$ cat src/rtl/btb_predictor_pkg.sv
// Shared types for the branch target buffer: direction-counter encodings and clear-FSM states.
// Define BTB_RAS_EN at compile time to build in the return address stack; it is left undefined by default.
package btb_predictor_pkg;

    typedef enum logic [1:0] {
        STRONG_NT = 2'd0,
        WEAK_NT   = 2'd1,
        WEAK_T    = 2'd2,
        STRONG_T  = 2'd3
    } ctr_e;

    typedef enum logic {
        IDLE  = 1'b0,
        SWEEP = 1'b1
    } btb_state_e;

    function automatic ctr_e ctr_inc(input ctr_e c);
        return (c == STRONG_T) ? STRONG_T : ctr_e'(c + 2'd1);
    endfunction

    function automatic ctr_e ctr_dec(input ctr_e c);
        return (c == STRONG_NT) ? STRONG_NT : ctr_e'(c - 2'd1);
    endfunction

endpackage

$ cat src/rtl/btb_ras.sv
// Return address stack: circular buffer whose count saturates at DEPTH, so overflow drops the oldest entry.
// Compiled into btb_predictor only when BTB_RAS_EN is defined.
module btb_ras
    import btb_predictor_pkg::*;
#(
    parameter int unsigned DEPTH      = 8,
    parameter int unsigned ADDR_WIDTH = 32
) (
    input  logic                  clk,
    input  logic                  rst,
    input  logic                  push,
    input  logic                  pop,
    input  logic [ADDR_WIDTH-1:0] push_addr,
    output logic [ADDR_WIDTH-1:0] top,
    output logic                  empty
);

    localparam int unsigned PTR_W = $clog2(DEPTH);
    localparam int unsigned CNT_W = PTR_W + 1;

    logic [PTR_W-1:0]      ptr_q, ptr_d;
    logic [CNT_W-1:0]      count_q, count_d;
    logic [ADDR_WIDTH-1:0] mem_q [DEPTH];
    logic [ADDR_WIDTH-1:0] mem_d [DEPTH];
    logic [PTR_W-1:0]      top_ptr_c;

    always_comb begin
        top_ptr_c = ptr_q - PTR_W'(1);
        top       = mem_q[top_ptr_c];
        empty     = (count_q == '0);
    end

    // ptr_q names the next free slot; push+pop together replaces the top in place
    always_comb begin
        ptr_d   = ptr_q;
        count_d = count_q;
        mem_d   = mem_q;
        if (push && pop && !empty) begin
            mem_d[top_ptr_c] = push_addr;
        end else if (push) begin
            mem_d[ptr_q] = push_addr;
            ptr_d        = ptr_q + PTR_W'(1);
            if (count_q != CNT_W'(DEPTH)) begin
                count_d = count_q + CNT_W'(1);
            end
        end else if (pop && !empty) begin
            ptr_d   = top_ptr_c;
            count_d = count_q - CNT_W'(1);
        end
    end

    always_ff @(posedge clk) begin
        if (rst) begin
            ptr_q   <= '0;
            count_q <= '0;
        end else begin
            ptr_q   <= ptr_d;
            count_q <= count_d;
        end
    end

    always_ff @(posedge clk) begin
        mem_q <= mem_d;
    end

endmodule

$ cat src/rtl/btb_predictor.sv
// Tagged branch target buffer with 2-bit direction counters and a sweeping clear FSM.
// Optional return address stack built in when BTB_RAS_EN is defined.
module btb_predictor
    import btb_predictor_pkg::*;
#(
    parameter int unsigned ENTRY_NUM  = 64,
    parameter int unsigned ADDR_WIDTH = 32,
    parameter int unsigned RAS_DEPTH  = 8
) (
    input  logic                  clk,
    input  logic                  rst,
    input  logic [ADDR_WIDTH-1:0] lookup_pc,
    output logic                  pre_taken,
    output logic [ADDR_WIDTH-1:0] pre_addr,
    input  logic                  set,
    input  logic [ADDR_WIDTH-1:0] set_pc,
    input  logic                  set_taken,
    input  logic [ADDR_WIDTH-1:0] set_target,
    input  logic                  set_is_call,
    input  logic                  set_is_ret,
    input  logic                  clear,
    output logic                  busy
);

    localparam int unsigned IDX_W = $clog2(ENTRY_NUM);
    localparam int unsigned TAG_W = ADDR_WIDTH - IDX_W - 2;
    localparam int unsigned CNT_W = IDX_W + 1;

    logic [ENTRY_NUM-1:0]  valid_q, valid_d;
    logic [TAG_W-1:0]      tag_q    [ENTRY_NUM];
    logic [TAG_W-1:0]      tag_d    [ENTRY_NUM];
    logic [ADDR_WIDTH-1:0] target_q [ENTRY_NUM];
    logic [ADDR_WIDTH-1:0] target_d [ENTRY_NUM];
    ctr_e                  ctr_q    [ENTRY_NUM];
    ctr_e                  ctr_d    [ENTRY_NUM];

    btb_state_e            state_q, state_d;
    logic [CNT_W-1:0]      sweep_idx_q, sweep_idx_d;
    logic                  sweeping_c;

    logic [IDX_W-1:0]      lk_idx_c, st_idx_c;
    logic [TAG_W-1:0]      lk_tag_c, st_tag_c;
    logic                  lk_hit_c, st_hit_c;

`ifdef BTB_RAS_EN
    logic [ENTRY_NUM-1:0]  ret_q, ret_d;
    logic [ADDR_WIDTH-1:0] ras_top_c;
    logic                  ras_empty_c;

    // Calls push the return address past the delay slot; the stack keeps running during a sweep
    btb_ras #(
        .DEPTH      (RAS_DEPTH),
        .ADDR_WIDTH (ADDR_WIDTH)
    ) u_ras (
        .clk       (clk),
        .rst       (rst),
        .push      (set && set_is_call && set_taken),
        .pop       (set && set_is_ret),
        .push_addr (set_pc + ADDR_WIDTH'(8)),
        .top       (ras_top_c),
        .empty     (ras_empty_c)
    );
`else
    logic unused_c;
    assign unused_c = ^{set_is_call, set_is_ret, set_pc[1:0], 32'(RAS_DEPTH)};
`endif

    always_comb begin
        lk_idx_c = lookup_pc[IDX_W+1:2];
        lk_tag_c = lookup_pc[ADDR_WIDTH-1:IDX_W+2];
        st_idx_c = set_pc[IDX_W+1:2];
        st_tag_c = set_pc[ADDR_WIDTH-1:IDX_W+2];
        lk_hit_c = valid_q[lk_idx_c] && (tag_q[lk_idx_c] == lk_tag_c);
        st_hit_c = valid_q[st_idx_c] && (tag_q[st_idx_c] == st_tag_c);
    end

    // Prediction reads pre-write table contents; no bypass from the training port
    always_comb begin
        pre_taken = lk_hit_c && (ctr_q[lk_idx_c] >= WEAK_T) && !sweeping_c;
        pre_addr  = lookup_pc + ADDR_WIDTH'(4);
        if (pre_taken) begin
            pre_addr = target_q[lk_idx_c];
`ifdef BTB_RAS_EN
            if (ret_q[lk_idx_c] && !ras_empty_c) begin
                pre_addr = ras_top_c;
            end
`endif
        end
    end

    // Training, or one valid bit cleared per cycle while sweeping
    always_comb begin
        valid_d  = valid_q;
        tag_d    = tag_q;
        target_d = target_q;
        ctr_d    = ctr_q;
`ifdef BTB_RAS_EN
        ret_d    = ret_q;
`endif
        if (sweeping_c) begin
            valid_d[sweep_idx_q[IDX_W-1:0]] = 1'b0;
        end else if (set) begin
            if (st_hit_c) begin
                if (set_taken) begin
                    ctr_d[st_idx_c]    = ctr_inc(ctr_q[st_idx_c]);
                    target_d[st_idx_c] = set_target;
`ifdef BTB_RAS_EN
                    ret_d[st_idx_c]    = set_is_ret;
`endif
                end else begin
                    ctr_d[st_idx_c] = ctr_dec(ctr_q[st_idx_c]);
                end
            end else if (set_taken) begin
                valid_d[st_idx_c]  = 1'b1;
                tag_d[st_idx_c]    = st_tag_c;
                target_d[st_idx_c] = set_target;
                ctr_d[st_idx_c]    = WEAK_T;
`ifdef BTB_RAS_EN
                ret_d[st_idx_c]    = set_is_ret;
`endif
            end
        end
    end

    always_ff @(posedge clk) begin
        if (rst) begin
            valid_q <= '0;
        end else begin
            valid_q <= valid_d;
        end
    end

    always_ff @(posedge clk) begin
        tag_q    <= tag_d;
        target_q <= target_d;
        ctr_q    <= ctr_d;
`ifdef BTB_RAS_EN
        ret_q    <= ret_d;
`endif
    end

    // Clear FSM: state register
    always_ff @(posedge clk) begin
        if (rst) begin
            state_q     <= IDLE;
            sweep_idx_q <= '0;
        end else begin
            state_q     <= state_d;
            sweep_idx_q <= sweep_idx_d;
        end
    end

    // Clear FSM: next state; clear is ignored once a sweep is running
    always_comb begin
        state_d     = state_q;
        sweep_idx_d = sweep_idx_q;
        case (state_q)
            IDLE: begin
                if (clear) begin
                    state_d     = SWEEP;
                    sweep_idx_d = '0;
                end
            end
            SWEEP: begin
                sweep_idx_d = sweep_idx_q + CNT_W'(1);
                if (sweep_idx_q == CNT_W'(ENTRY_NUM - 1)) begin
                    state_d = IDLE;
                end
            end
            default: state_d = IDLE;
        endcase
    end

    // Clear FSM: outputs
    always_comb begin
        sweeping_c = (state_q == SWEEP);
        busy       = sweeping_c;
    end

endmodule

$ cat config.mk
export PLATFORM = sky130hd
export DESIGN_NAME = btb_predictor
export DESIGN_NICKNAME = d
export VERILOG_FILES = /design/src/rtl/btb_predictor_pkg.sv /design/src/rtl/btb_ras.sv /design/src/rtl/btb_predictor.sv
export SDC_FILE = /design/constraint.sdc
export NUM_CORES = 2
export LEC_CHECK = 0
export CORE_MARGIN = 4
export CORE_UTILIZATION = 38
export DETAILED_ROUTE_END_ITERATION = 10
export GPL_ROUTABILITY_DRIVEN = 0
export PLACE_DENSITY = 0.56
export SLEW_MARGIN = 15
export SYNTH_ARGS = -nofsm -noshare
export SYNTH_HDL_FRONTEND = slang
export SYNTH_SLANG_ARGS = --single-unit
$ cat constraint.sdc
create_clock -name clk -period 9.38 [get_ports clk]
set_input_delay 1.407 -clock clk [delete_from_list [all_inputs] [get_ports clk]]
set_output_delay 1.407 -clock clk [all_outputs]
set_load 0.01 [all_outputs]
==> run metrics <==
total track usage=27.3%; TritonCTS clock tree=yes; critical path class=in -> out; fill count=36900; wire per inst=41.5 µm; Clk pwr share=42.2%; Final Util=43.4%; first-pass GRT wire length=829000 µm; Area Overhead vs Synth=13.7%; switching part of the total=23.2%; Setup violations, final=0; core box area=428000 µm²; Yosys warning count=0; Slew @ Worst Pin=1260 ps; CP Capture Type=output port; CP required=7970 ps; Final Hold Fails=0; P_leak=57.2 nW; RR Endpoint=tag_q[1451]; largest net degree at the start of global routing=136; 1st-iter DRT viols=17300; design area=186000 µm²; PnR worst setup slack=1080 ps; commonest cells after routing, fill and taps aside=edfxtp_1 (3712), mux4_2 (1240), nand2_1 (448), clkbuf_16 (408), buf_4 (355); FF-to-FF setup slack=3500 ps; Reg-to-Reg Start=tag_q[143]; arrival time worst endpoint=6900 ps; Overall Power=36.8 mW; Seq/Total Area, Yosys=69.1%; nets=8965; skew final=124 ps; ANT nets after route=0; EDFF count, synth=3712; layout cell share with drive strength beyond 1=28.2%; DR vias=99500; dominant synthesized flop cell=edfxtp_1; RSZ-0062 raised after global routing=no; post-CTS setup buffers=0; drt via density=6.68; total gr overflow=0; max_slew headroom=16.1%; hold depth=2; hold buffers post-CTS=0; FMAX=120 MHz; Die ar.=440000 µm²; CTS Sinks=3784; Die Y-Extent=664 µm; fin crit period=8300 ps; MaxCap Viol Count=0; placed cell areas=173000 µm²; I/O pin total=137; Critical Path Source Type=primary input; synthesized flop and latch total=3784; Die Wd=664 µm; commonest non-fill, non-tap cell in the layout=edfxtp_1; vias in the first global route=96400; Post-Syn Area=163000 µm²; Gate power share=7.2%; Peak VDD IR=0.172 mV; Clock Tree Buf Depth=4; # DRC=0; max-slew violations=0; cells after synthesis=8562; cell row count=240; CTS Buf Count=402; Synth Net Count=8667; Async SR Flop Fraction=0%; Crit Path Max Fanout=32; Seq pwr share=50.6%; P_int=28.3 mW; DPL Wire Length=353000 µm; hold endpoint=valid_q[61]; Placed Instances=14100; worst r2r path cells=12; Layout Cells excl Fill=14900; Buffers on Ports=132; Total Neg Setup Slack=0 ps; syn avg cell area=19.1 µm²; DR pass1 iterations=9; clock transition at the registers of the reported paths=60 ps; initial antenna violation count=71; status=finished clean; Power Density=198 nW/µm²; Hold Crit Class=reg -> reg; fin crit share=88.5%; HP Start=valid_q[61]; Initial Util=38.2%; final wirelength=618000 µm; dpl ws=1210 ps; CTS Root Buffer Type=clkbuf_16; # resized after CTS=0; final hold slack=475 ps; Netlist cell types=80; Net Sw Power=8.54 mW; H-tree depth=5; clk_lat worst skew=1030 ps
-- Yosys cell counts (all sizes together), types with 29 or more instances --
| library cell | n | area (µm²) |
|---|---|---|
| edfxtp | 3712 | 111000 |
| mux4 | 1240 | 27900 |
| nand2 | 451 | 1690 |
| buf | 393 | 2330 |
| mux2i | 350 | 3500 |
| nor2 | 262 | 988 |
| clkbuf | 250 | 938 |
| a21oi | 234 | 1170 |
| a22oi | 178 | 1340 |
| o21ai | 160 | 805 |
| o22ai | 150 | 938 |
| mux2 | 139 | 1570 |
| a221oi | 115 | 1010 |
| nand3 | 106 | 531 |
| nor3 | 85 | 425 |
| dfxtp | 72 | 1440 |
| a2bb2oi | 66 | 578 |
| a31oi | 43 | 269 |
| a22o | 42 | 368 |
| nand4 | 42 | 263 |
| xor2 | 37 | 324 |
| xnor2 | 33 | 289 |
| a221o | 32 | 320 |
| nand2b | 29 | 181 |
-- worst max-delay path by stage --
stage / slack, ps / cells past startpoint / endpoint / start
floorplan: 3140 / 12 / pre_addr[0] / lookup_pc[3]
global placement: 1080 / 14 / pre_addr[2] / lookup_pc[3]
detailed placement: 1210 / 14 / pre_addr[2] / lookup_pc[2]
CTS: 1200 / 14 / pre_addr[2] / lookup_pc[2]
global route: 940 / 14 / pre_addr[31] / lookup_pc[2]
finish: 1080 / 13 / pre_addr[2] / lookup_pc[5]
-- power by group through the flow --
stage,Combinational [mW],Clock (mW),Sequential (mW)
global placement,2.55,0,19.0
CTS,2.59,15.7,18.6
global route,2.71,16.4,18.6
floorplan,1.40,0,19.0
finish,2.65,15.5,18.6
detailed placement,2.58,0,19.0
-- metal layers --
layer	vias to the layer above	share of wire (%)	track usage, %
met5	-	0.023	0
met4	22	6.5	14.9
met3	1817	13	7.89
met2	7945	44	40.2
met1	52900	37	36.5
li1	36900	-	-
-- state kept, by name, indices dropped and copies added, names as in the netlist --
| signal | count |
|---|---|
| busy | 1 |
| ctr_q | 128 |
| sweep_idx_q | 7 |
| tag_q | 1536 |
| target_q | 2048 |
| valid_q | 64 |
-- final cells by class --
type	count	area [µm²]	share of cell area, %
inverters	17	78.8	0.0425
repair buffers	537	4800	2.59
clock buffers	504	10600	5.71
clock inverters	220	1940	1.04
multi-input cells	4118	48100	25.9
well taps	5687	7120	3.83
flip-flops and latches	3784	113000	60.8
diodes	36	90.1	0.0485
-- cells by family (layout without fill, tap and decap cells) --
group	count (synthesis)	in the layout	share of synthesized area (%)
AO/OA/AOI/OAI	1196	1196	5.09
multiplexers	1729	1729	20.2
flip-flops	3784	3784	69.1
AND/OR/NAND/NOR	1121	1121	3.16
other	0	36	0
buffers and inverters	660	1278	2.04
adder cells (fa/ha/maj)	2	2	0.0153
XOR/XNOR	70	70	0.375
-- worst max-delay path: stages --
cell,delay [ps]
buf_4,740
nor2b_4,660
buf_4,520
a211oi_1,190
o21ai_0,120
o2111ai_1,570
xor2_1,430
and4b_1,240
nor4bb_1,320
nand4_1,150
buf_4,330
mux2i_1,460
clkdlybuf4s50_1,630
(Power assumes the default switching activity.)
